`src/rtl/net_cmd_sequencer_pkg.sv`:
```
// Shared widths, opcodes, command record and sequencer FSM states for net_cmd_sequencer.
package net_cmd_sequencer_pkg;

    localparam int IMEM_ADDR_W = 10;
    localparam int DMEM_ADDR_W = 10;
    localparam int DATA_W      = 32;

    typedef enum logic [1:0] {
        IDLE = 2'd0,
        RUN  = 2'd1,
        ERR  = 2'd2
    } state_e;

    typedef enum logic [2:0] {
        CMD_NOP     = 3'd0,
        CMD_IMEM_WR = 3'd1,
        CMD_DMEM_WR = 3'd2,
        CMD_PC_WR   = 3'd3
    } net_cmd_e;

    // Raw 3-bit opcode so the undefined opcodes 4..7 survive buffering and can be dropped.
    typedef struct packed {
        logic [2:0]             cmd;
        logic [DMEM_ADDR_W-1:0] addr;
        logic [DATA_W-1:0]      data;
    } net_cmd_s;

    typedef enum logic [1:0] {
        S_EMPTY = 2'd0,
        S_ISSUE = 2'd1,
        S_BLOCK = 2'd2
    } seq_state_e;

endpackage

```
`src/rtl/net_cmd_sequencer_if.sv`:
```
// Network command handshake: valid/opcode/address/payload towards the sequencer, ready back.
interface net_cmd_sequencer_if;
    import net_cmd_sequencer_pkg::*;

    logic                   net_valid_i;
    logic [2:0]             net_cmd_i;
    logic [DMEM_ADDR_W-1:0] net_addr_i;
    logic [DATA_W-1:0]      net_data_i;
    logic                   net_ready_o;

    modport master (
        output net_valid_i, net_cmd_i, net_addr_i, net_data_i,
        input  net_ready_o
    );

    modport slave (
        input  net_valid_i, net_cmd_i, net_addr_i, net_data_i,
        output net_ready_o
    );

endinterface

```
`src/rtl/net_cmd_sequencer_fifo.sv`:
```
// Registered command FIFO (net_cmd_fifo); DEPTH must be a power of two so pointers wrap naturally.
module net_cmd_fifo
    import net_cmd_sequencer_pkg::*;
#(
    parameter  int DEPTH = 4,
    localparam int CNT_W = $clog2(DEPTH + 1)
) (
    input  logic             clk,
    input  logic             reset,
    input  logic             push_i,
    input  net_cmd_s         data_i,
    input  logic             pop_i,
    output net_cmd_s         head_o,
    output logic             full_o,
    output logic             empty_o,
    output logic [CNT_W-1:0] count_o
);
    localparam int PTR_W = $clog2(DEPTH);

    net_cmd_s         mem_q [DEPTH];
    logic [PTR_W-1:0] wr_ptr_q, rd_ptr_q;
    logic [CNT_W-1:0] count_q;
    logic             do_push, do_pop;

    assign full_o  = (count_q == CNT_W'(DEPTH));
    assign empty_o = (count_q == '0);
    assign count_o = count_q;
    assign head_o  = mem_q[rd_ptr_q];
    assign do_push = push_i && !full_o;
    assign do_pop  = pop_i && !empty_o;

    // NOTE: storage is deliberately not reset; the count makes stale entries unreachable.
    always_ff @(posedge clk) begin
        if (do_push) mem_q[wr_ptr_q] <= data_i;
    end

    // NOTE: sequential state uses non-blocking assignments so every flop samples pre-edge values.
    always_ff @(posedge clk or posedge reset) begin
        if (reset) begin
            wr_ptr_q <= '0;
            rd_ptr_q <= '0;
            count_q  <= '0;
        end else begin
            if (do_push) wr_ptr_q <= wr_ptr_q + PTR_W'(1);
            if (do_pop)  rd_ptr_q <= rd_ptr_q + PTR_W'(1);
            count_q <= count_q + CNT_W'(do_push) - CNT_W'(do_pop);
        end
    end

endmodule

```
`src/rtl/net_cmd_sequencer.sv`:
```
// Sequences buffered network commands onto imem/dmem/PC with core-priority dmem arbitration.
// Define NET_CMD_STATS_EN to add saturating issue/drop/preemption counters.
module net_cmd_sequencer
    import net_cmd_sequencer_pkg::*;
#(
    parameter int FIFO_DEPTH   = 4,
    parameter int STARVE_LIMIT = 8
) (
    input  logic                   clk,
    input  logic                   reset,
    net_cmd_sequencer_if.slave     net_if,
    input  state_e                 state_i,
    input  logic                   core_dmem_req_i,
    output logic                   core_stall_o,
    output logic                   imem_we_o,
    output logic [IMEM_ADDR_W-1:0] imem_addr_o,
    output logic [DATA_W-1:0]      imem_wdata_o,
    output logic                   dmem_we_o,
    output logic [DMEM_ADDR_W-1:0] dmem_addr_o,
    output logic [DATA_W-1:0]      dmem_wdata_o,
    output logic                   pc_write_o,
    output logic [DATA_W-1:0]      pc_o,
`ifdef NET_CMD_STATS_EN
    output logic [15:0]            stat_issued_o,
    output logic [15:0]            stat_dropped_o,
    output logic [15:0]            stat_preempt_o,
`endif
    output logic                   drop_o
);
    localparam int CNT_W    = $clog2(FIFO_DEPTH + 1);
    localparam int STARVE_W = $clog2(STARVE_LIMIT + 1);

    seq_state_e             state_q, state_d;
    logic [STARVE_W-1:0]    starve_q, starve_d;
    net_cmd_s               push_cmd, head;
    logic                   push, pop, fifo_full, fifo_empty, last_entry;
    logic [CNT_W-1:0]       fifo_count;
    logic                   imem_we_q, imem_we_d, dmem_we_q, dmem_we_d;
    logic                   pc_write_q, pc_write_d, drop_q, drop_d;
    logic [IMEM_ADDR_W-1:0] imem_addr_q, imem_addr_d;
    logic [DMEM_ADDR_W-1:0] dmem_addr_q, dmem_addr_d;
    logic [DATA_W-1:0]      imem_wdata_q, imem_wdata_d, dmem_wdata_q, dmem_wdata_d, pc_q, pc_d;

    assign net_if.net_ready_o = !fifo_full;
    assign push       = net_if.net_valid_i && !fifo_full;
    assign push_cmd   = '{cmd: net_if.net_cmd_i, addr: net_if.net_addr_i, data: net_if.net_data_i};
    assign last_entry = (fifo_count == CNT_W'(1));

    net_cmd_fifo #(.DEPTH(FIFO_DEPTH)) u_fifo (
        .clk     (clk),
        .reset   (reset),
        .push_i  (push),
        .data_i  (push_cmd),
        .pop_i   (pop),
        .head_o  (head),
        .full_o  (fifo_full),
        .empty_o (fifo_empty),
        .count_o (fifo_count)
    );

    always_comb begin
        // NOTE: every value written here gets a default first so no path can infer a latch.
        state_d      = state_q;
        starve_d     = starve_q;
        pop          = 1'b0;
        core_stall_o = 1'b0;
        imem_we_d    = 1'b0;
        imem_addr_d  = '0;
        imem_wdata_d = '0;
        dmem_we_d    = 1'b0;
        dmem_addr_d  = '0;
        dmem_wdata_d = '0;
        pc_write_d   = 1'b0;
        pc_d         = '0;
        drop_d       = 1'b0;

        case (state_q)
            S_ISSUE, S_BLOCK: begin
                case (head.cmd)
                    CMD_NOP: pop = 1'b1;
                    CMD_IMEM_WR: begin
                        if (state_i != RUN) begin
                            pop          = 1'b1;
                            imem_we_d    = 1'b1;
                            imem_addr_d  = head.addr[IMEM_ADDR_W-1:0];
                            imem_wdata_d = head.data;
                        end
                    end
                    CMD_DMEM_WR: begin
                        // The core owns the port while it runs, until the starvation limit forces a preemption.
                        if (state_i != RUN || !core_dmem_req_i || starve_q == STARVE_W'(STARVE_LIMIT)) begin
                            pop          = 1'b1;
                            dmem_we_d    = 1'b1;
                            dmem_addr_d  = head.addr;
                            dmem_wdata_d = head.data;
                            starve_d     = '0;
                            core_stall_o = (state_i == RUN) && core_dmem_req_i;
                        end else begin
                            starve_d = starve_q + STARVE_W'(1);
                        end
                    end
                    CMD_PC_WR: begin
                        // state_i reacts a cycle late, so a strobe right after another one is held back.
                        if (state_i == ERR) begin
                            pop    = 1'b1;
                            drop_d = 1'b1;
                        end else if (state_i == IDLE && !pc_write_q) begin
                            pop        = 1'b1;
                            pc_write_d = 1'b1;
                            pc_d       = head.data;
                        end
                    end
                    default: begin
                        pop    = 1'b1;
                        drop_d = 1'b1;
                    end
                endcase
            end
            default: ;
        endcase

        if ((fifo_empty && !push) || (last_entry && pop && !push)) state_d = S_EMPTY;
        else if (state_q != S_EMPTY && !pop)                          state_d = S_BLOCK;
        else                                                          state_d = S_ISSUE;
    end

    always_ff @(posedge clk or posedge reset) begin
        if (reset) begin
            state_q      <= S_EMPTY;
            starve_q     <= '0;
            imem_we_q    <= 1'b0;
            imem_addr_q  <= '0;
            imem_wdata_q <= '0;
            dmem_we_q    <= 1'b0;
            dmem_addr_q  <= '0;
            dmem_wdata_q <= '0;
            pc_write_q   <= 1'b0;
            pc_q         <= '0;
            drop_q       <= 1'b0;
        end else begin
            state_q      <= state_d;
            starve_q     <= starve_d;
            imem_we_q    <= imem_we_d;
            imem_addr_q  <= imem_addr_d;
            imem_wdata_q <= imem_wdata_d;
            dmem_we_q    <= dmem_we_d;
            dmem_addr_q  <= dmem_addr_d;
            dmem_wdata_q <= dmem_wdata_d;
            pc_write_q   <= pc_write_d;
            pc_q         <= pc_d;
            drop_q       <= drop_d;
        end
    end

    assign imem_we_o    = imem_we_q;
    assign imem_addr_o  = imem_addr_q;
    assign imem_wdata_o = imem_wdata_q;
    assign dmem_we_o    = dmem_we_q;
    assign dmem_addr_o  = dmem_addr_q;
    assign dmem_wdata_o = dmem_wdata_q;
    assign pc_write_o   = pc_write_q;
    assign pc_o         = pc_q;
    assign drop_o       = drop_q;

`ifdef NET_CMD_STATS_EN
    logic [15:0] stat_issued_q, stat_dropped_q, stat_preempt_q;
    logic        issue;

    assign issue = imem_we_d || dmem_we_d || pc_write_d;

    always_ff @(posedge clk or posedge reset) begin
        if (reset) begin
            stat_issued_q  <= '0;
            stat_dropped_q <= '0;
            stat_preempt_q <= '0;
        end else begin
            if (issue && stat_issued_q != 16'hFFFF)         stat_issued_q  <= stat_issued_q + 16'd1;
            if (drop_d && stat_dropped_q != 16'hFFFF)       stat_dropped_q <= stat_dropped_q + 16'd1;
            if (core_stall_o && stat_preempt_q != 16'hFFFF) stat_preempt_q <= stat_preempt_q + 16'd1;
        end
    end

    assign stat_issued_o  = stat_issued_q;
    assign stat_dropped_o = stat_dropped_q;
    assign stat_preempt_o = stat_preempt_q;
`endif

endmodule

```
`src/flat_wrapper.sv`:
```
// flat-port wrapper written by rule: the top's interface ports become plain ports
module net_cmd_sequencer_flat import net_cmd_sequencer_pkg::*;
#(
    parameter int FIFO_DEPTH   = 4,
    parameter int STARVE_LIMIT = 8
)
  (clk, reset, state_i, core_dmem_req_i, core_stall_o, imem_we_o, imem_addr_o, imem_wdata_o, dmem_we_o, dmem_addr_o, dmem_wdata_o, pc_write_o, pc_o, drop_o, net_if_net_valid_i, net_if_net_cmd_i, net_if_net_addr_i, net_if_net_data_i, net_if_net_ready_o);
  net_cmd_sequencer_if net_if_i ();
  input  logic clk;
  input  logic reset;
  input  state_e state_i;
  input  logic core_dmem_req_i;
  output logic core_stall_o;
  output logic imem_we_o;
  output logic [IMEM_ADDR_W-1:0] imem_addr_o;
  output logic [DATA_W-1:0] imem_wdata_o;
  output logic dmem_we_o;
  output logic [DMEM_ADDR_W-1:0] dmem_addr_o;
  output logic [DATA_W-1:0] dmem_wdata_o;
  output logic pc_write_o;
  output logic [DATA_W-1:0] pc_o;
  output logic drop_o;
  input wire logic [$bits(net_if_i.net_valid_i)-1:0] net_if_net_valid_i;
  input wire logic [$bits(net_if_i.net_cmd_i)-1:0] net_if_net_cmd_i;
  input wire logic [$bits(net_if_i.net_addr_i)-1:0] net_if_net_addr_i;
  input wire logic [$bits(net_if_i.net_data_i)-1:0] net_if_net_data_i;
  output wire logic [$bits(net_if_i.net_ready_o)-1:0] net_if_net_ready_o;
  assign net_if_i.net_valid_i = net_if_net_valid_i;
  assign net_if_i.net_cmd_i = net_if_net_cmd_i;
  assign net_if_i.net_addr_i = net_if_net_addr_i;
  assign net_if_i.net_data_i = net_if_net_data_i;
  assign net_if_net_ready_o = net_if_i.net_ready_o;
  net_cmd_sequencer #(.FIFO_DEPTH(FIFO_DEPTH), .STARVE_LIMIT(STARVE_LIMIT)) u_core (.clk(clk), .reset(reset), .net_if(net_if_i), .state_i(state_i), .core_dmem_req_i(core_dmem_req_i), .core_stall_o(core_stall_o), .imem_we_o(imem_we_o), .imem_addr_o(imem_addr_o), .imem_wdata_o(imem_wdata_o), .dmem_we_o(dmem_we_o), .dmem_addr_o(dmem_addr_o), .dmem_wdata_o(dmem_wdata_o), .pc_write_o(pc_write_o), .pc_o(pc_o), .drop_o(drop_o));
endmodule
```
`config.mk`:
```
export PLATFORM = sky130hd
export DESIGN_NAME = net_cmd_sequencer_flat
export DESIGN_NICKNAME = d
export VERILOG_FILES = /design/src/rtl/net_cmd_sequencer_pkg.sv /design/src/rtl/net_cmd_sequencer_if.sv /design/src/rtl/net_cmd_sequencer_fifo.sv /design/src/rtl/net_cmd_sequencer.sv /design/src/flat_wrapper.sv
export SDC_FILE = /design/constraint.sdc
export NUM_CORES = 1
export LEC_CHECK = 0
export ABC_AREA = 0
export BUFFER_PORTS_ARGS = -buffer_cell sky130_fd_sc_hd__buf_2
export CAP_MARGIN = 25
export CORE_ASPECT_RATIO = 0.75
export CORE_MARGIN = 1
export CORE_UTILIZATION = 60
export DETAILED_ROUTE_END_ITERATION = 12
export PLACE_DENSITY = 0.81
export SLEW_MARGIN = 10
export SYNTH_ARGS = -nofsm -noshare
export SYNTH_HDL_FRONTEND = slang
export SYNTH_SLANG_ARGS = --single-unit
```
`constraint.sdc`:
```
create_clock -name clk -period 10.1 [get_ports clk]
set_clock_uncertainty 0.2 [all_clocks]
set_input_delay 0 -clock clk [delete_from_list [all_inputs] [get_ports clk]]
set_output_delay 0 -clock clk [all_outputs]
set_load 0.1 [all_outputs]
```
# Yosys cells after proc, flatten, opt, wreduce, memory -nomap -nowiden
# Memories as Yosys holds them, arrays and structs flattened.
# Cells that the tools add are included.
# totals
regBits,133
latch_bits,0
mem_bits_rw,180
rom_bits,0
input_bits,51
out_inout_bits,122
wordCells,96
n_memories,1
# op_classes
add_sub_neg,5
n_mul,0
div,0
order_cmp,0
eq_ne,11
shifts,0
n_mux,40
bitwise_logic,0
n_reduce_logical,25
# mem_list
name,words,word_bits,rd,rd_clocked_by_memory_dff,wr,line,source
u_core.u_fifo.mem_q,4,45,1,0,1,net_cmd_sequencer_fifo.sv:20,net_cmd_s mem_q [DEPTH];
# ops
op,n
32-bit two-way mux,10
10-bit two-way mux,6
1-bit two-way mux,19
1-bit logical AND,9
3-bit by 1-bit == test with 1-bit output (second input constant),2
3-bit by 2-bit == test with 1-bit output (second input constant),2
1-bit logical NOT,6
3-bit logical NOT,2
2-bit by 1-bit adder with 2-bit output (second input constant),2
4-bit by 1-bit adder with 4-bit output (second input constant),1
2-bit by 1-bit == test with 1-bit output (second input constant),2
2-bit == test (second input constant),2
4-bit == test (second input constant),1
2-bit two-way mux,2
4-bit two-way mux,1
3-bit by 1-bit adder with 3-bit output,1
3-bit == test (second input constant),1
1-bit logical OR,3
1-bit case mux with 3 select lines,1
3-bit OR reduction,1
3-bit by 1-bit subtractor with 3-bit output,1
2-bit logical NOT,1
2-bit by 1-bit != test with 1-bit output (second input constant),1
1-bit case mux with 2 select lines,1
3 further kinds,3

# Logic depth before layout (Yosys ltp)
# Gate-level depths: netlist (run 1).
# depth
ltp_word,10
depth_mapped,14
mapped_depth_nobuf,14

# Hierarchy
# A second synthesis (run 1) with hierarchy kept.
# unflattened
cells_unflattened,584
hier_area_um2,11275.8
# modules_own_cells
mod,instances,cells_each,area_each_um2,seq_area_each_um2
net_cmd_fifo,1,277,6984.2,5580.4
net_cmd_sequencer,1,307,4291.6,3153.0

# Least setup slack after synthesis (run 1)
# OpenSTA, ideal clock, no wires.
# synth_path
path_type,register to output
start,reg u_core.u_fifo.rd_ptr_q[0]
end,out core_stall_o
t_arrival_ns,3.643
required_time_ns,9.900
path_slack_ns,6.257
path_stages_with_launch,7
path_buffers,2
path_cell_list,dfrtp_1 -> buf_6 -> mux4_2 -> nand2b_4 -> or3b_1 -> buf_6 -> nor3_1
# synth_via
elab_chain_cells,4
# synth_lines
item,line,source
from (decl),net_cmd_sequencer_fifo.sv:21,"logic [PTR_W-1:0] wr_ptr_q, rd_ptr_q;"
from (signal assigned),net_cmd_sequencer_fifo.sv:45,if (do_pop) rd_ptr_q <= rd_ptr_q + PTR_W'(1);
memory read 4 x 45 bit,--,
3-bit by 2-bit == test with 1-bit output,net_cmd_sequencer.sv:79,case (head.cmd)
1-bit two-way mux,net_cmd_sequencer.sv:79,
1-bit two-way mux,net_cmd_sequencer.sv:77,case (state_q)
to (decl),flat_wrapper.sv:13,output logic core_stall_o;
# Every way passes these cells.

# Worst setup path after layout (run 1)
# layout_path
start,reg u_core.u_fifo.rd_ptr_q[0]
end,reg u_core.u_fifo.count_q[2] (netlist: u_core.u_fifo.count_o[2])
# layout_via
elab_chain_cells,6
elab_cells_between_ends,8
classes_between,1 x add/sub; 3 x eq/ne; 2 x mux; 1 x reduce/logical; 1 x memory
# layout_lines
item,line,source
memory read 4 x 45 bit *,--,
3-bit by 2-bit == test with 1-bit output or 3-bit by 1-bit == test with 1-bit output (tied branches),net_cmd_sequencer.sv:79,
1-bit case mux with 3 select lines *,net_cmd_sequencer.sv:79,
1-bit two-way mux *,net_cmd_sequencer.sv:77,
1-bit logical AND *,net_cmd_sequencer_fifo.sv:30,assign do_pop = pop_i && !empty_o;
via u_core.u_fifo.do_pop,net_cmd_sequencer_fifo.sv:23,"logic do_push, do_pop;"
3-bit by 1-bit subtractor with 3-bit output *,net_cmd_sequencer_fifo.sv:46,count_q <= count_q + CNT_W'(do_push) - CNT_W'(do_pop);
to (signal assigned),net_cmd_sequencer_fifo.sv:46,
to (decl),net_cmd_sequencer_fifo.sv:22,logic [CNT_W-1:0] count_q;
# The timed path passes the listed nets; every way through them passes the cells marked *.
# A chain may end at the register's enable or synchronous reset.

==> report_table.html, run 1 <==
<table>
<tr><th>Metric</th><th>Value</th></tr>
<tr><th colspan="2">Power</th></tr>
<tr><td>Share of total power in the clock network</td><td>0.259</td></tr>
<tr><td>Cell-internal power</td><td>around 0.0027 W</td></tr>
<tr><td>Standby leakage power</td><td>between 6 and 7 nW</td></tr>
<tr><td>Switching share of power</td><td>0.372</td></tr>
<tr><td>Combinational share of power</td><td>0.334</td></tr>
<tr><td>Reported net switching power</td><td>~0.0016 W</td></tr>
<tr><td>Power per Cell Area</td><td>roughly 310 nW/um^2</td></tr>
<tr><td>Sequential Power Share</td><td>0.407</td></tr>
<tr><td>Tot Pwr</td><td>roughly 0.0043 W</td></tr>
<tr><td>VDD IR max</td><td>0.000186 V</td></tr>
<tr><th colspan="2">Synth</th></tr>
<tr><td>Area contributors post-synth</td><td>sky130_fd_sc_hd__edfxtp_1, sky130_fd_sc_hd__dfrtp_1, sky130_fd_sc_hd__mux4_2, sky130_fd_sc_hd__and2_1, sky130_fd_sc_hd__and3_1</td></tr>
<tr><td>Portion of the post-synthesis area used by sequential elements</td><td>0.781</td></tr>
<tr><td>Post-synthesis cell area</td><td>between 10000 and 15000 sq um</td></tr>
<tr><td>Register bit total from synthesis</td><td>around 310</td></tr>
<tr><td>Number of unique standard cell types used by synthesis</td><td>35</td></tr>
<tr><td>Synthesis Warnings</td><td>0</td></tr>
<tr><td>Most area-hungry cell type in the Yosys netlist</td><td>sky130_fd_sc_hd__edfxtp_1</td></tr>
<tr><td>Most used DFF post-synth</td><td>sky130_fd_sc_hd__edfxtp_1</td></tr>
<tr><td>Post-synth net total</td><td>about 650</td></tr>
<tr><td>Area share of the largest cell type after synthesis</td><td>0.483</td></tr>
<tr><td>Count of flip-flops with a built-in enable after synthesis</td><td>180</td></tr>
<tr><td>Number of cells produced by synthesis</td><td>around 600</td></tr>
<tr><td>Syn Area/Cell</td><td>19.1 sq um</td></tr>
<tr><td>Share of flip-flops with an asynchronous set or reset</td><td>0.425</td></tr>
<tr><th colspan="2">Timing</th></tr>
<tr><td>Maximum clock frequency</td><td>around 230 MHz</td></tr>
<tr><td>Setup repair after global routing missed its margin</td><td>no</td></tr>
<tr><td>Period utilization</td><td>0.430</td></tr>
<tr><td>Worst hold margin</td><td>around 0.022 ns</td></tr>
<tr><td>Final-report max-slew violation count</td><td>0</td></tr>
<tr><td>Count of endpoints failing setup in the final report</td><td>0</td></tr>
<tr><td>Remaining max-slew budget at the tightest pin</td><td>0.356</td></tr>
<tr><td>Fin Setup TNS</td><td>0 ns</td></tr>
<tr><td>Worst Slack Setup Final</td><td>5.76 ns</td></tr>
<tr><td>Final hold violations</td><td>0</td></tr>
<tr><td>Pin slew with the least headroom to its limit</td><td>~0.96 ns</td></tr>
<tr><td>Final critical-path required period</td><td>between 4 and 5 ns</td></tr>
<tr><th colspan="2">Clocking</th></tr>
<tr><td>Clock transition at the registers of the reported paths</td><td>about 0.060 ns</td></tr>
<tr><td>Clock sink count</td><td>~310</td></tr>
<tr><td>Number of levels in the clock H-tree</td><td>1</td></tr>
<tr><td>Clock tree buffer depth</td><td>3</td></tr>
<tr><td>Buffer type at the clock tree root</td><td>sky130_fd_sc_hd__clkbuf_16</td></tr>
<tr><td>Clock buffer count from CTS</td><td>28</td></tr>
<tr><td>TritonCTS clock tree</td><td>yes</td></tr>
<tr><td>Quantity of gates resized following cts</td><td>0</td></tr>
<tr><td>Skew-Pair Late Insertion Delay</td><td>about 0.53 ns</td></tr>
<tr><th colspan="2">Route</th></tr>
<tr><td>Number of remaining DRC errors</td><td>0</td></tr>
<tr><td>Routed via count divided by cell count</td><td>between 5 and 6</td></tr>
<tr><td>DRT iter0 DRCs</td><td>about 410</td></tr>
<tr><td>Count of nets left with antenna violations after detail routing</td><td>0</td></tr>
<tr><td>Final routed wire length divided by cell count</td><td>about 20 um</td></tr>
<tr><td>DRT Pass-1 Iters</td><td>5</td></tr>
<tr><td>Via count</td><td>just under 6000</td></tr>
<tr><td>Final Routed Wirelength</td><td>roughly 22 mm</td></tr>
<tr><th colspan="2">Floorplanning</th></tr>
<tr><td>Core Footprint</td><td>17900 sq um</td></tr>
<tr><td>Number of core rows</td><td>42</td></tr>
<tr><td>Die width</td><td>around 160 um</td></tr>
<tr><td>Total Die Area</td><td>around 19000 sq um</td></tr>
<tr><td>Ports placed on the boundary</td><td>173</td></tr>
<tr><td>Height of the chip</td><td>approximately 120 um</td></tr>
<tr><td>Starting Density</td><td>0.624</td></tr>
<tr><th colspan="2">Worst setup path</th></tr>
<tr><td>Crit path DAT</td><td>between 4 and 5 ns</td></tr>
<tr><td>Critical path's most frequent cell</td><td>sky130_fd_sc_hd__inv_1</td></tr>
<tr><td>Required time of the critical path</td><td>between 10 and 15 ns</td></tr>
<tr><td>Cells along the critical path</td><td>inv_1 &gt; mux2_2 &gt; nor3_4 &gt; buf_8 &gt; nand3_1 &gt; a21oi_1 &gt; ha_1 &gt; inv_1 &gt; ha_1 &gt; inv_1 &gt; fa_1 &gt; xnor2_1 &gt; xnor2_1</td></tr>
<tr><td>Type of element capturing the critical path</td><td>register</td></tr>
<tr><td>Startpoint type of the worst setup path</td><td>register</td></tr>
<tr><td>Delay contributed by the slowest stage of the critical path</td><td>1.00 ns</td></tr>
<tr><td>Max Fanout on Critical Path</td><td>between 40 and 50</td></tr>
<tr><td>Library cell contributing the largest single delay on the critical path</td><td>sky130_fd_sc_hd__dfrtp_4</td></tr>
<tr><td>Crit path kind</td><td>register to register</td></tr>
<tr><th colspan="2">Global route</th></tr>
<tr><td>Gr ovfl total</td><td>0</td></tr>
<tr><td>Largest net degree at the start of global routing</td><td>71</td></tr>
<tr><td>GRT Util Overall</td><td>0.240</td></tr>
<tr><td>Wire length of the first global-routing pass</td><td>about 35 mm</td></tr>
<tr><td>Number of global-route vias before repair</td><td>between 6000 and 7000</td></tr>
<tr><td>Antenna violations before repair</td><td>1</td></tr>
<tr><th colspan="2">Finish</th></tr>
<tr><td>Number of nets at the end of the flow</td><td>between 800 and 900</td></tr>
<tr><td>Most frequent standard cell in the layout excluding fill and tap cells</td><td>sky130_fd_sc_hd__edfxtp_1</td></tr>
<tr><td>Fraction of final layout cells with drive strength greater than 1</td><td>0.335</td></tr>
<tr><td>Highest-count cells in the layout ignoring fill and taps</td><td>sky130_fd_sc_hd__edfxtp_1, sky130_fd_sc_hd__buf_2, sky130_fd_sc_hd__dfrtp_1, sky130_fd_sc_hd__and2_1, sky130_fd_sc_hd__dlygate4sd3_1</td></tr>
<tr><td>Area grow syn2layout</td><td>23.8%</td></tr>
<tr><td>Final cell count without fillers</td><td>roughly 1100</td></tr>
<tr><th colspan="2">Place</th></tr>
<tr><td>Routability-driven placement congestion ratio</td><td>0.806</td></tr>
<tr><td>Total half-perimeter wirelength after legalization and detailed placement</td><td>around 13 mm</td></tr>
<tr><td>Dpl ws</td><td>about 5.4 ns</td></tr>
<tr><td>Number of buffers added on ports</td><td>172</td></tr>
<tr><td>Post-Place Cells</td><td>roughly 980</td></tr>
<tr><th colspan="2">Hold path</th></tr>
<tr><td>Tightest Hold Check Type</td><td>primary input to register</td></tr>
<tr><th colspan="2">Flow run</th></tr>
<tr><td>Count of max-cap constraint violations</td><td>0</td></tr>
<tr><th colspan="2">Run status</th></tr>
<tr><td>Outcome</td><td>complete, no violations</td></tr>
</table>
## Yosys cell counts (3+ instances only)
| cell type | number |
|---|---|
| sky130_fd_sc_hd__xnor2_1 | 4 |
| sky130_fd_sc_hd__dfrtp_1 | 133 |
| sky130_fd_sc_hd__nor2_1 | 4 |
| sky130_fd_sc_hd__ha_1 | 9 |
| sky130_fd_sc_hd__edfxtp_1 | 180 |
| sky130_fd_sc_hd__nor3_1 | 6 |
| sky130_fd_sc_hd__o21ai_0 | 7 |
| sky130_fd_sc_hd__buf_1 | 4 |
| sky130_fd_sc_hd__nand2b_1 | 4 |
| sky130_fd_sc_hd__and3_1 | 37 |
| sky130_fd_sc_hd__and2_1 | 84 |
| sky130_fd_sc_hd__mux4_2 | 43 |
| sky130_fd_sc_hd__mux2i_1 | 5 |
| sky130_fd_sc_hd__nand3_1 | 3 |
| sky130_fd_sc_hd__inv_1 | 14 |
| sky130_fd_sc_hd__clkbuf_1 | 14 |
| sky130_fd_sc_hd__nor2b_1 | 3 |
| sky130_fd_sc_hd__buf_6 | 6 |
| sky130_fd_sc_hd__nand2_1 | 7 |
## area by class of cell
type | count | area [sq um]
clock inverters | 17 | 208
clock buffers | 35 | 778
repair buffers | 236 | 1480
multi-input cells | 234 | 2270
inverters | 14 | 57.6
well taps | 242 | 303
diodes | 1 | 2.50
fillers | 1001 | 4070
flip-flops and latches | 313 | 8740
## cell families (layout without fill, tap and decap cells)
family	after synthesis	count (layout)	share of synthesized area
other	0	1	0
muxes	50	50	0.0931
adders and majority gates	10	10	0.0119
DFF	313	313	0.781
xor gates and xnor gates	5	5	0.00392
and+or+nand+nor	157	157	0.0864
AOI/OAI and AO/OA	12	12	0.00627
buffers and inverters	39	302	0.0175
## path summary, 6_finish.rpt
| kind | start | end | slack, ns | cells after the start |
|---|---|---|---|---|
| min in group asynchronous | reset | u_core.starve_q[0]$_DFFE_PP0P_ | 0.49 | 4 |
| max | u_core.u_fifo.rd_ptr_q[0]$_DFFE_PP0P_ | u_core.u_fifo.count_o[2]$_DFF_PP0_ | 5.76 | 13 |
| max reg2reg | u_core.u_fifo.rd_ptr_q[0]$_DFFE_PP0P_ | u_core.u_fifo.count_o[2]$_DFF_PP0_ | 5.76 | 13 |
| min reg2reg | u_core.starve_q[3]$_DFFE_PP0P_ | u_core.starve_q[3]$_DFFE_PP0P_ | 0.33 | 1 |
| min | net_if_net_data_i[16] | u_core.u_fifo.mem_q[1][16]$_DFFE_PP_ | 0.02 | 2 |
| max in group asynchronous | reset | u_core.u_fifo.rd_ptr_q[0]$_DFFE_PP0P_ | 7.92 | 5 |
## stage by stage
stage           util  area [sq um]
6_report       0.773         13800
2_1_floorplan      -         11200
5_1_grt        0.773         13800
4_1_cts        0.772         13800
3_3_place_gp   0.686         12300
3_5_place_dp   0.686         12300
## flip-flops by register name (all words and copies together) (netlist names), 3 cells and up
register	count
u_core.imem_wdata_o	32
u_core.starve_q	4
u_core.dmem_wdata_o	32
u_core.dmem_addr_o	10
u_core.imem_addr_o	10
u_core.pc_o	32
u_core.u_fifo.count_o	3
u_core.u_fifo.mem_q	180
## timing repair
action                                 4_1_cts  5_1_grt
setup endpoints to repair                    0        0
endpoints found under the hold margin      295        0
setup buffers                                0        0
hold buffers                                54        0
## power groups by stage
stage / Clock (W) / Combinational (W) / Sequential [W]
finish: 0.00111 / 0.00143 / 0.00174
global route: 0.00117 / 0.00151 / 0.00177
CTS: 0.00112 / 0.00144 / 0.00175
detailed placement: 0 / 0.00140 / 0.00177
global placement: 0 / 0.00136 / 0.00175
floorplan: 0 / 0.000615 / 0.00224
## metal layers
metal | GRT usage | vias to the layer above | share of wire
met5 | 0 | - | 0
met4 | 0.0721 | 0 | 0.017
met3 | 0.0467 | 39 | 0.067
met2 | 0.395 | 237 | 0.50
met1 | 0.332 | 3031 | 0.42
li1 | - | 2638 | -
## worst max-delay path: cells and delay by family (launching register included)
kind / cells / cell delay, ns
XOR/XNOR: 2 / 0.29
AO/OA/AOI/OAI: 1 / 0.26
multiplexers: 1 / 0.40
flip-flops: 1 / 1.00
adder cells (fa/ha/maj): 3 / 0.82
buffers and inverters: 4 / 0.64
AND/OR/NAND/NOR: 2 / 0.61
No activity file was read; power rests on OpenSTA's default activity.
==> run 2, diff against run 1 <==
--- a/config.mk
+++ b/config.mk
@@ -10,9 +10,9 @@
 export CAP_MARGIN = 25
 export CORE_ASPECT_RATIO = 0.75
 export CORE_MARGIN = 1
-export CORE_UTILIZATION = 60
+export CORE_UTILIZATION = 56
 export DETAILED_ROUTE_END_ITERATION = 12
-export PLACE_DENSITY = 0.81
+export PLACE_DENSITY = 0.76
 export SLEW_MARGIN = 10
 export SYNTH_ARGS = -nofsm -noshare
 export SYNTH_HDL_FRONTEND = slang
==> constraint.sdc (replaced) <==
create_clock -name clk -period 4.2 [get_ports clk]
set_clock_uncertainty 0.2 [all_clocks]
set_input_delay 0 -clock clk [delete_from_list [all_inputs] [get_ports clk]]
set_output_delay 0 -clock clk [all_outputs]
set_load 0.1 [all_outputs]
==> run 2 against run 1 <==
Net effect: maximum frequency is 17% higher; routed wire length is 0.10% higher; via count is 0.34% lower; critical path depth stayed put; combinational power grew to 2.5 times the previous value; register-to-register slack worse by 5.3 ns; clock power is 140% higher; worst setup slack worse by 5.3 ns.
==> report_table.html, run 2 (same netlist as run 1, synthesis figures left out) <==
<table>
<tr><th>Metric</th><th>Value</th></tr>
<tr><th colspan="2">Worst setup path</th></tr>
<tr><td>Worst reg-to-reg setup slack</td><td>0.48 ns (was 5.76 ns)</td></tr>
<tr><td>Crit path DAT</td><td>3.94 ns (was 4.55 ns)</td></tr>
<tr><td>Library cell contributing the largest single delay on the critical path</td><td>sky130_fd_sc_hd__dlygate4sd3_1 (was sky130_fd_sc_hd__dfrtp_4)</td></tr>
<tr><td>Delay contributed by the slowest stage of the critical path</td><td>0.62 ns (was 1.00 ns)</td></tr>
<tr><td>Cells along the critical path</td><td>inv_1 &gt; mux2_2 &gt; nor3_4 &gt; nand3_1 &gt; dlygate4sd3_1 &gt; a21oi_1 &gt; ha_1 &gt; inv_1 &gt; ha_1 &gt; inv_1 &gt; fa_1 &gt; xnor2_1 &gt; xnor2_1 (was inv_1 &gt; mux2_2 &gt; nor3_4 &gt; buf_8 &gt; nand3_1 &gt; a21oi_1 &gt; ha_1 &gt; inv_1 &gt; ha_1 &gt; inv_1 &gt; fa_1 &gt; xnor2_1 &gt; xnor2_1)</td></tr>
<tr><td>Critical register-to-register path startpoint</td><td>u_core.u_fifo.rd_ptr_q[0]$_DFFE_PP0P_ (unchanged)</td></tr>
<tr><td>Worst path top cell family by delay</td><td>buffers and inverters (was flip-flops)</td></tr>
<tr><td>Crit path kind</td><td>register to register (unchanged)</td></tr>
<tr><td>Required time of the critical path</td><td>4.43 ns (was 10.31 ns)</td></tr>
<tr><td>Crit Reg-Reg Endpoint</td><td>u_core.u_fifo.count_o[2]$_DFF_PP0_ (unchanged)</td></tr>
<tr><td>Depth of the worst register-to-register path</td><td>13 (unchanged)</td></tr>
<tr><td>Max Fanout on Critical Path</td><td>5 (was 45)</td></tr>
<tr><td>Number of buffer and inverter stages on the critical path</td><td>4 (unchanged)</td></tr>
<tr><td>Startpoint type of the worst setup path</td><td>register (unchanged)</td></tr>
<tr><td>Critical path's most frequent cell</td><td>sky130_fd_sc_hd__inv_1 (unchanged)</td></tr>
<tr><td>Type of element capturing the critical path</td><td>register (unchanged)</td></tr>
<tr><th colspan="2">Global route</th></tr>
<tr><td>Antenna violations before repair</td><td>0 (was 1)</td></tr>
<tr><td>GRT Util Overall</td><td>0.224 (was 0.240)</td></tr>
<tr><td>Wire length of the first global-routing pass</td><td>34.8 mm (was 34.6 mm)</td></tr>
<tr><td>Gr ovfl total</td><td>0 (unchanged)</td></tr>
<tr><td>Number of global-route vias before repair</td><td>6402 (was 6449)</td></tr>
<tr><td>Largest net degree at the start of global routing</td><td>88 (was 71)</td></tr>
<tr><th colspan="2">Clocking</th></tr>
<tr><td>TritonCTS clock tree</td><td>yes (unchanged)</td></tr>
<tr><td>Skew-Pair Late Insertion Delay</td><td>0.54 ns (was 0.53 ns)</td></tr>
<tr><td>Buffer type at the clock tree root</td><td>sky130_fd_sc_hd__clkbuf_16 (unchanged)</td></tr>
<tr><td>Quantity of gates resized following cts</td><td>0 (unchanged)</td></tr>
<tr><td>Clock buffer count from CTS</td><td>29 (was 28)</td></tr>
<tr><td>Clock sink count</td><td>313 (unchanged)</td></tr>
<tr><td>Clock transition at the registers of the reported paths</td><td>0.07 ns (was 0.06 ns)</td></tr>
<tr><td>Post CTS Setup Buffer Count</td><td>0 (unchanged)</td></tr>
<tr><td>Clock tree buffer depth</td><td>3 (unchanged)</td></tr>
<tr><td>Number of levels in the clock H-tree</td><td>1 (unchanged)</td></tr>
<tr><th colspan="2">Timing</th></tr>
<tr><td>Final critical-path required period</td><td>3.72 ns (was 4.34 ns)</td></tr>
<tr><td>Setup repair after global routing missed its margin</td><td>no (unchanged)</td></tr>
<tr><td>Period utilization</td><td>0.885 (was 0.430)</td></tr>
<tr><td>Worst Slack Setup Final</td><td>0.483 ns (was 5.76 ns)</td></tr>
<tr><td>Count of endpoints failing setup in the final report</td><td>0 (unchanged)</td></tr>
<tr><td>Final hold violations</td><td>0 (unchanged)</td></tr>
<tr><td>Final-report max-slew violation count</td><td>0 (unchanged)</td></tr>
<tr><td>Fin Setup TNS</td><td>0 ns (unchanged)</td></tr>
<tr><td>Remaining max-slew budget at the tightest pin</td><td>0.391 (was 0.356)</td></tr>
<tr><td>Maximum clock frequency</td><td>269 MHz (was 230 MHz)</td></tr>
<tr><td>Pin slew with the least headroom to its limit</td><td>0.908 ns (was 0.964 ns)</td></tr>
<tr><th colspan="2">Run status</th></tr>
<tr><td>Outcome</td><td>complete, no violations (unchanged)</td></tr>
<tr><th colspan="2">Finish</th></tr>
<tr><td>Highest-count cells in the layout ignoring fill and taps</td><td>sky130_fd_sc_hd__edfxtp_1, sky130_fd_sc_hd__buf_2, sky130_fd_sc_hd__dfrtp_1, sky130_fd_sc_hd__and2_1, sky130_fd_sc_hd__dlygate4sd3_1 (unchanged)</td></tr>
<tr><td>Filler instances</td><td>1218 (was 1001)</td></tr>
<tr><td>Most frequent standard cell in the layout excluding fill and tap cells</td><td>sky130_fd_sc_hd__edfxtp_1 (unchanged)</td></tr>
<tr><td>Count of antenna diodes in the layout</td><td>0 (was 1)</td></tr>
<tr><td>Flip-flop count of the largest register, all copies and words added</td><td>180 (unchanged)</td></tr>
<tr><td>Post-route cell area</td><td>13900 sq um (was 13800 sq um)</td></tr>
<tr><td>Number of nets at the end of the flow</td><td>894 (was 888)</td></tr>
<tr><td>Fraction of final layout cells with drive strength greater than 1</td><td>0.338 (was 0.335)</td></tr>
<tr><td>Area grow syn2layout</td><td>24.3% (was 23.8%)</td></tr>
<tr><td>Final cell count without fillers</td><td>1109 (was 1092)</td></tr>
<tr><td>Register containing the most flip-flops in the final layout</td><td>u_core.u_fifo.mem_q (unchanged)</td></tr>
<tr><th colspan="2">Floorplanning</th></tr>
<tr><td>Number of core rows</td><td>44 (was 42)</td></tr>
<tr><td>Height of the chip</td><td>124 um (was 120 um)</td></tr>
<tr><td>Die width</td><td>165 um (was 160 um)</td></tr>
<tr><td>Core Footprint</td><td>19400 sq um (was 17900 sq um)</td></tr>
<tr><td>Total Die Area</td><td>20500 sq um (was 19200 sq um)</td></tr>
<tr><td>Starting Density</td><td>0.575 (was 0.624)</td></tr>
<tr><td>Ports placed on the boundary</td><td>173 (unchanged)</td></tr>
<tr><th colspan="2">Place</th></tr>
<tr><td>Routability-driven placement congestion ratio</td><td>0.823 (was 0.806)</td></tr>
<tr><td>Total half-perimeter wirelength after legalization and detailed placement</td><td>13.5 mm (was 12.7 mm)</td></tr>
<tr><td>Dpl ws</td><td>0.698 ns (was 5.35 ns)</td></tr>
<tr><td>Placement Cell Area</td><td>12300 sq um (about the same)</td></tr>
<tr><td>Number of buffers added on ports</td><td>172 (unchanged)</td></tr>
<tr><td>Post-Place Cells</td><td>998 (was 984)</td></tr>
<tr><th colspan="2">Route</th></tr>
<tr><td>Routed via count divided by cell count</td><td>5.34 (was 5.44)</td></tr>
<tr><td>Number of remaining DRC errors</td><td>0 (unchanged)</td></tr>
<tr><td>Count of nets left with antenna violations after detail routing</td><td>0 (unchanged)</td></tr>
<tr><td>Final routed wire length divided by cell count</td><td>19.8 um (was 20.1 um)</td></tr>
<tr><td>Final Routed Wirelength</td><td>22.0 mm (was 21.9 mm)</td></tr>
<tr><td>Via count</td><td>5925 (was 5945)</td></tr>
<tr><td>DRT Pass-1 Iters</td><td>4 (was 5)</td></tr>
<tr><td>DRT iter0 DRCs</td><td>464 (was 412)</td></tr>
<tr><th colspan="2">Power</th></tr>
<tr><td>Tot Pwr</td><td>0.0103 W (was 0.00428 W)</td></tr>
<tr><td>Standby leakage power</td><td>6.15 nW (was 6.12 nW)</td></tr>
<tr><td>VDD IR max</td><td>0.000619 V (was 0.000186 V)</td></tr>
<tr><td>Power per Cell Area</td><td>742 nW/um^2 (was 309 nW/um^2)</td></tr>
<tr><th colspan="2">Hold path</th></tr>
<tr><td>Cells on Worst Hold Path</td><td>2 (unchanged)</td></tr>
<tr><td>Min-delay src</td><td>net_if_net_addr_i[7] (was net_if_net_data_i[16])</td></tr>
<tr><td>Tightest Hold Check Type</td><td>primary input to register (unchanged)</td></tr>
<tr><td>Destination of the worst hold path</td><td>u_core.u_fifo.mem_q[3][39]$_DFFE_PP_ (was u_core.u_fifo.mem_q[1][16]$_DFFE_PP_)</td></tr>
<tr><th colspan="2">Flow run</th></tr>
<tr><td>Count of max-cap constraint violations</td><td>0 (unchanged)</td></tr>
</table>
## run 2: changes by cell type in the layout (fill, tap and decap cells not counted), sizes merged, moves of 2 or more
cell         delta
clkinvlp        -2
clkinv          +6
buf             +2
clkbuf          -2
dlygate4sd3     +3
## run 2: how the worst max path moves through the flow
stage | from | end | slack [ns] | cells after the start
final | u_core.u_fifo.rd_ptr_q[0]$_DFFE_PP0P_ | u_core.u_fifo.count_o[2]$_DFF_PP0_ | 0.48 | 13
after global routing | u_core.u_fifo.rd_ptr_q[0]$_DFFE_PP0P_ | u_core.u_fifo.count_o[2]$_DFF_PP0_ | 0.26 | 13
after CTS | u_core.u_fifo.rd_ptr_q[0]$_DFFE_PP0P_ | u_core.u_fifo.count_o[2]$_DFF_PP0_ | 0.54 | 13
after detailed placement | u_core.u_fifo.rd_ptr_q[1]$_DFFE_PP0P_ | u_core.u_fifo.count_o[2]$_DFF_PP0_ | 0.70 | 11
after global placement | u_core.u_fifo.rd_ptr_q[1]$_DFFE_PP0P_ | u_core.u_fifo.count_o[2]$_DFF_PP0_ | 0.75 | 11
after floorplan | u_core.u_fifo.rd_ptr_q[0]$_DFFE_PP0P_ | core_stall_o | 0.36 | 6
## run 2: area by class of cell
type                            count  area (sq um)  area share
Sequential cell                   313          8740       0.629
Timing Repair Buffer              241          1520       0.109
Multi-Input combinational cell    234          2270       0.164
Tap cell                          253           317      0.0228
Inverter                           14          57.6     0.00414
Clock buffer                       33           771      0.0555
Clock inverter                     21           216      0.0156
## run 2: through the flow
stage | utilization | hold slack, ns
2_1_floorplan | - | -0.101
3_3_place_gp | 0.635 | -0.0170
3_5_place_dp | 0.635 | 0.0109
4_1_cts | 0.715 | 0.00109
5_1_grt | 0.715 | 0.0127
6_report | 0.715 | 0.0144
## run 2: per-layer routing
layer  track usage  wire (um)
met1         0.318       9250
met2         0.365      10900
met3        0.0433       1430
met4        0.0486        368
met5             0          0
## run 2: where the power goes
| group | switching [W] | internal, W | total (W) |
|---|---|---|---|
| sequential | 0.000189 | 0.00388 | 0.00407 |
| combinational | 0.00260 | 0.000979 | 0.00358 |
| clock | 0.00110 | 0.00156 | 0.00266 |
| total | 0.00389 | 0.00643 | 0.0103 |
## run 2: timing repair
| item | in CTS | in global routing |
|---|---|---|
| hold buffers | 57 | 0 |
| hold endpoints to repair | 311 | 0 |
| setup endpoints to repair | 0 | 0 |
==> run 3, diff against run 2 <==
==> constraint.sdc (replaced) <==
create_clock -name clk -period 4.2 [get_ports clk]
set_clock_uncertainty 0.2 [all_clocks]
set_input_delay 0.21 -clock clk [delete_from_list [all_inputs] [get_ports clk]]
set_output_delay 0.21 -clock clk [all_outputs]
set_load 0.1 [all_outputs]
==> run 3 against run 2 <==
Net effect: flip-flop and latch count did not move; largest power group unchanged; design area barely moved; highest routed layer unchanged; maximum frequency fell by 3.6%; critical path depth fell by 7; worst setup slack got worse by 0.14 ns; largest cell class unchanged.
==> report_table.html, run 3 (same netlist as run 1, synthesis figures left out) <==
<table>
<tr><th>Metric</th><th>Value</th></tr>
<tr><th colspan="2">Finish</th></tr>
<tr><td>Util after Layout</td><td>0.715 (about the same)</td></tr>
<tr><td>Flip-flop count of the largest register, all copies and words added</td><td>180 (unchanged)</td></tr>
<tr><td>Filler instances</td><td>1167 (was 1218)</td></tr>
<tr><td>Post-route cell area</td><td>13900 sq um (about the same)</td></tr>
<tr><td>Number of nets at the end of the flow</td><td>889 (was 894)</td></tr>
<tr><td>Multi-input combinational cell area</td><td>2270 sq um (unchanged)</td></tr>
<tr><td>Most frequent standard cell in the layout excluding fill and tap cells</td><td>sky130_fd_sc_hd__edfxtp_1 (unchanged)</td></tr>
<tr><td>Register containing the most flip-flops in the final layout</td><td>u_core.u_fifo.mem_q (unchanged)</td></tr>
<tr><td>Area grow syn2layout</td><td>24.3% (about the same)</td></tr>
<tr><td>Seq. cell area</td><td>8740 sq um (unchanged)</td></tr>
<tr><td>Highest-count cells in the layout ignoring fill and taps</td><td>sky130_fd_sc_hd__edfxtp_1, sky130_fd_sc_hd__buf_2, sky130_fd_sc_hd__dfrtp_1, sky130_fd_sc_hd__and2_1, sky130_fd_sc_hd__dlygate4sd3_1 (unchanged)</td></tr>
<tr><td>Fraction of final layout cells with drive strength greater than 1</td><td>0.338 (about the same)</td></tr>
<tr><td>Count of antenna diodes in the layout</td><td>0 (unchanged)</td></tr>
<tr><th colspan="2">Floorplanning</th></tr>
<tr><td>Starting Density</td><td>0.575 (unchanged)</td></tr>
<tr><td>Core Footprint</td><td>19400 sq um (unchanged)</td></tr>
<tr><td>Die width</td><td>165 um (unchanged)</td></tr>
<tr><td>Height of the chip</td><td>124 um (unchanged)</td></tr>
<tr><td>Total Die Area</td><td>20500 sq um (unchanged)</td></tr>
<tr><td>Number of core rows</td><td>44 (unchanged)</td></tr>
<tr><td>Ports placed on the boundary</td><td>173 (unchanged)</td></tr>
<tr><th colspan="2">Clocking</th></tr>
<tr><td>Clock tree buffer depth</td><td>3 (unchanged)</td></tr>
<tr><td>Quantity of gates resized following cts</td><td>0 (unchanged)</td></tr>
<tr><td>Number of levels in the clock H-tree</td><td>1 (unchanged)</td></tr>
<tr><td>Post CTS Setup Buffer Count</td><td>0 (unchanged)</td></tr>
<tr><td>Hold-fix buffers at CTS</td><td>50 (was 57)</td></tr>
<tr><td>TritonCTS clock tree</td><td>yes (unchanged)</td></tr>
<tr><td>Skew-Pair Late Insertion Delay</td><td>0.53 ns (was 0.54 ns)</td></tr>
<tr><td>Clock sink count</td><td>313 (unchanged)</td></tr>
<tr><td>Clock transition at the registers of the reported paths</td><td>0.06 ns (was 0.07 ns)</td></tr>
<tr><td>Clock buffer count from CTS</td><td>28 (was 29)</td></tr>
<tr><td>Buffer type at the clock tree root</td><td>sky130_fd_sc_hd__clkbuf_16 (unchanged)</td></tr>
<tr><th colspan="2">Worst setup path</th></tr>
<tr><td>Type of element capturing the critical path</td><td>primary output (was register)</td></tr>
<tr><td>First element of the critical path</td><td>u_core.u_fifo.rd_ptr_q[1]$_DFFE_PP0P_ (was u_core.u_fifo.rd_ptr_q[0]$_DFFE_PP0P_)</td></tr>
<tr><td>Crit path DAT</td><td>3.45 ns (was 3.94 ns)</td></tr>
<tr><td>Crit path kind</td><td>register to primary output (was register to register)</td></tr>
<tr><td>Worst reg-to-reg setup slack</td><td>0.57 ns (was 0.48 ns)</td></tr>
<tr><td>Required time of the critical path</td><td>3.79 ns (was 4.43 ns)</td></tr>
<tr><td>Startpoint type of the worst setup path</td><td>register (unchanged)</td></tr>
<tr><td>Max Fanout on Critical Path</td><td>35 (was 5)</td></tr>
<tr><td>Depth of the worst register-to-register path</td><td>11 (was 13)</td></tr>
<tr><td>Critical register-to-register path startpoint</td><td>u_core.u_fifo.rd_ptr_q[1]$_DFFE_PP0P_ (was u_core.u_fifo.rd_ptr_q[0]$_DFFE_PP0P_)</td></tr>
<tr><th colspan="2">Flow run</th></tr>
<tr><td>Count of max-cap constraint violations</td><td>0 (unchanged)</td></tr>
<tr><th colspan="2">Timing</th></tr>
<tr><td>Final hold violations</td><td>0 (unchanged)</td></tr>
<tr><td>Period utilization</td><td>0.918 (was 0.885)</td></tr>
<tr><td>Final critical-path required period</td><td>3.86 ns (was 3.72 ns)</td></tr>
<tr><td>Maximum clock frequency</td><td>259 MHz (was 269 MHz)</td></tr>
<tr><td>Fin Setup TNS</td><td>0 ns (unchanged)</td></tr>
<tr><td>Count of endpoints failing setup in the final report</td><td>0 (unchanged)</td></tr>
<tr><td>Setup repair after global routing missed its margin</td><td>no (unchanged)</td></tr>
<tr><td>Pin slew with the least headroom to its limit</td><td>0.935 ns (was 0.908 ns)</td></tr>
<tr><td>Final-report max-slew violation count</td><td>0 (unchanged)</td></tr>
<tr><td>Remaining max-slew budget at the tightest pin</td><td>0.373 (was 0.391)</td></tr>
<tr><th colspan="2">Route</th></tr>
<tr><td>DRT iter0 DRCs</td><td>547 (was 464)</td></tr>
<tr><td>Routed length on met2</td><td>10.8 mm (was 10.9 mm)</td></tr>
<tr><td>Routed wire length on met3</td><td>1.50 mm (was 1.43 mm)</td></tr>
<tr><td>Via count</td><td>5883 (was 5925)</td></tr>
<tr><td>Count of nets left with antenna violations after detail routing</td><td>0 (unchanged)</td></tr>
<tr><td>Final Routed Wirelength</td><td>22.1 mm (was 22.0 mm)</td></tr>
<tr><td>Number of remaining DRC errors</td><td>0 (unchanged)</td></tr>
<tr><td>Routed via count divided by cell count</td><td>5.33 (was 5.34)</td></tr>
<tr><td>DRT Pass-1 Iters</td><td>4 (unchanged)</td></tr>
<tr><td>Final routed wire length divided by cell count</td><td>20.0 um (was 19.8 um)</td></tr>
<tr><td>WL met1</td><td>9.35 mm (was 9.25 mm)</td></tr>
<tr><td>Top layer used by detailed routing</td><td>met4 (unchanged)</td></tr>
<tr><th colspan="2">Global route</th></tr>
<tr><td>Number of global-route vias before repair</td><td>6268 (was 6402)</td></tr>
<tr><td>GRT Util Overall</td><td>0.221 (was 0.224)</td></tr>
<tr><td>Antenna violations before repair</td><td>0 (unchanged)</td></tr>
<tr><td>Largest net degree at the start of global routing</td><td>91 (was 88)</td></tr>
<tr><td>Gr ovfl total</td><td>0 (unchanged)</td></tr>
<tr><td>Wire length of the first global-routing pass</td><td>34.1 mm (was 34.8 mm)</td></tr>
<tr><th colspan="2">Power</th></tr>
<tr><td>Standby leakage power</td><td>6.15 nW (about the same)</td></tr>
<tr><td>Tot Pwr</td><td>0.0103 W (about the same)</td></tr>
<tr><td>Power per Cell Area</td><td>743 nW/um^2 (was 742 nW/um^2)</td></tr>
<tr><td>VDD IR max</td><td>0.000631 V (was 0.000619 V)</td></tr>
<tr><th colspan="2">Place</th></tr>
<tr><td>Routability-driven placement congestion ratio</td><td>0.826 (was 0.823)</td></tr>
<tr><td>Placement Cell Area</td><td>12400 sq um (was 12300 sq um)</td></tr>
<tr><td>Total half-perimeter wirelength after legalization and detailed placement</td><td>13.9 mm (was 13.5 mm)</td></tr>
<tr><td>Number of buffers added on ports</td><td>172 (unchanged)</td></tr>
<tr><th colspan="2">Run status</th></tr>
<tr><td>Outcome</td><td>complete, no violations (unchanged)</td></tr>
<tr><th colspan="2">Hold path</th></tr>
<tr><td>Tightest Hold Check Type</td><td>primary input to asynchronous set/reset pin (was primary input to register)</td></tr>
</table>
==> run 3: cell types whose count changed in the layout (fill, tap and decap cells not counted) <==
cell	previous run	this run
sky130_fd_sc_hd__clkinv_8	0	1
sky130_fd_sc_hd__clkinv_4	3	0
sky130_fd_sc_hd__buf_16	0	1
sky130_fd_sc_hd__clkbuf_16	29	31
sky130_fd_sc_hd__clkinvlp_4	1	0
sky130_fd_sc_hd__buf_4	12	11
sky130_fd_sc_hd__clkinv_2	7	4
sky130_fd_sc_hd__clkbuf_1	1	5
sky130_fd_sc_hd__dlygate4sd3_1	57	50
sky130_fd_sc_hd__bufinv_16	4	3
sky130_fd_sc_hd__clkinv_1	5	4
sky130_fd_sc_hd__buf_12	0	3
==> run 3: layer usage <==
metal | global-route usage | up-vias
met5 | 0 | -
met4 | 0.0502 | 0
met3 | 0.0416 | 33
met2 | 0.361 | 218
met1 | 0.312 | 2994
li1 | - | 2638
==> run 3: where the power goes <==
part | internal, W | switching (W)
Clock | 0.00158 | 0.00107
Sequential | 0.00388 | 0.000200
Combinational | 0.000992 | 0.00260
==> run 3: worst paths after layout <==
kind	endpoint
min in group clk	u_core.state_q[0]$_DFF_PP0_
hold / removal	u_core.imem_addr_o[9]$_DFF_PP0_
hold reg to reg	u_core.starve_q[3]$_DFFE_PP0P_
setup reg to reg	u_core.u_fifo.count_o[2]$_DFF_PP0_
setup / recovery	core_stall_o
max in group asynchronous	u_core.u_fifo.rd_ptr_q[0]$_DFFE_PP0P_
==> run 3: per-stage QoR <==
step / hold slack [ns] / std cells / worst slack [ns]
4_1_cts: 0.0373 / 1103 / 0.355
2_1_floorplan: 0.109 / 586 / 0.147
5_1_grt: 0.0842 / 1103 / 0.187
3_3_place_gp: 0.222 / 997 / 0.732
3_5_place_dp: 0.0519 / 1001 / 0.608
6_report: 0.0637 / 1103 / 0.345
==> run 3: layout make-up <==
cell class / instances / area share
flip-flops and latches: 313 / 0.628
inverters: 14 / 0.00414
multi-input cells: 234 / 0.164
well taps: 253 / 0.0228
clock inverters: 13 / 0.0108
clock buffers: 39 / 0.0601
repair buffers: 237 / 0.110
==> run 3: critical path, cell delays in order, from the launching register on <==
cell and delay (ns):
sky130_fd_sc_hd__dfrtp_2 0.59, sky130_fd_sc_hd__buf_4 0.53, sky130_fd_sc_hd__mux4_2 0.43, sky130_fd_sc_hd__nand2b_4 0.18, sky130_fd_sc_hd__or3b_1 0.50, sky130_fd_sc_hd__nor3_1 0.20
sky130_fd_sc_hd__buf_2 0.46
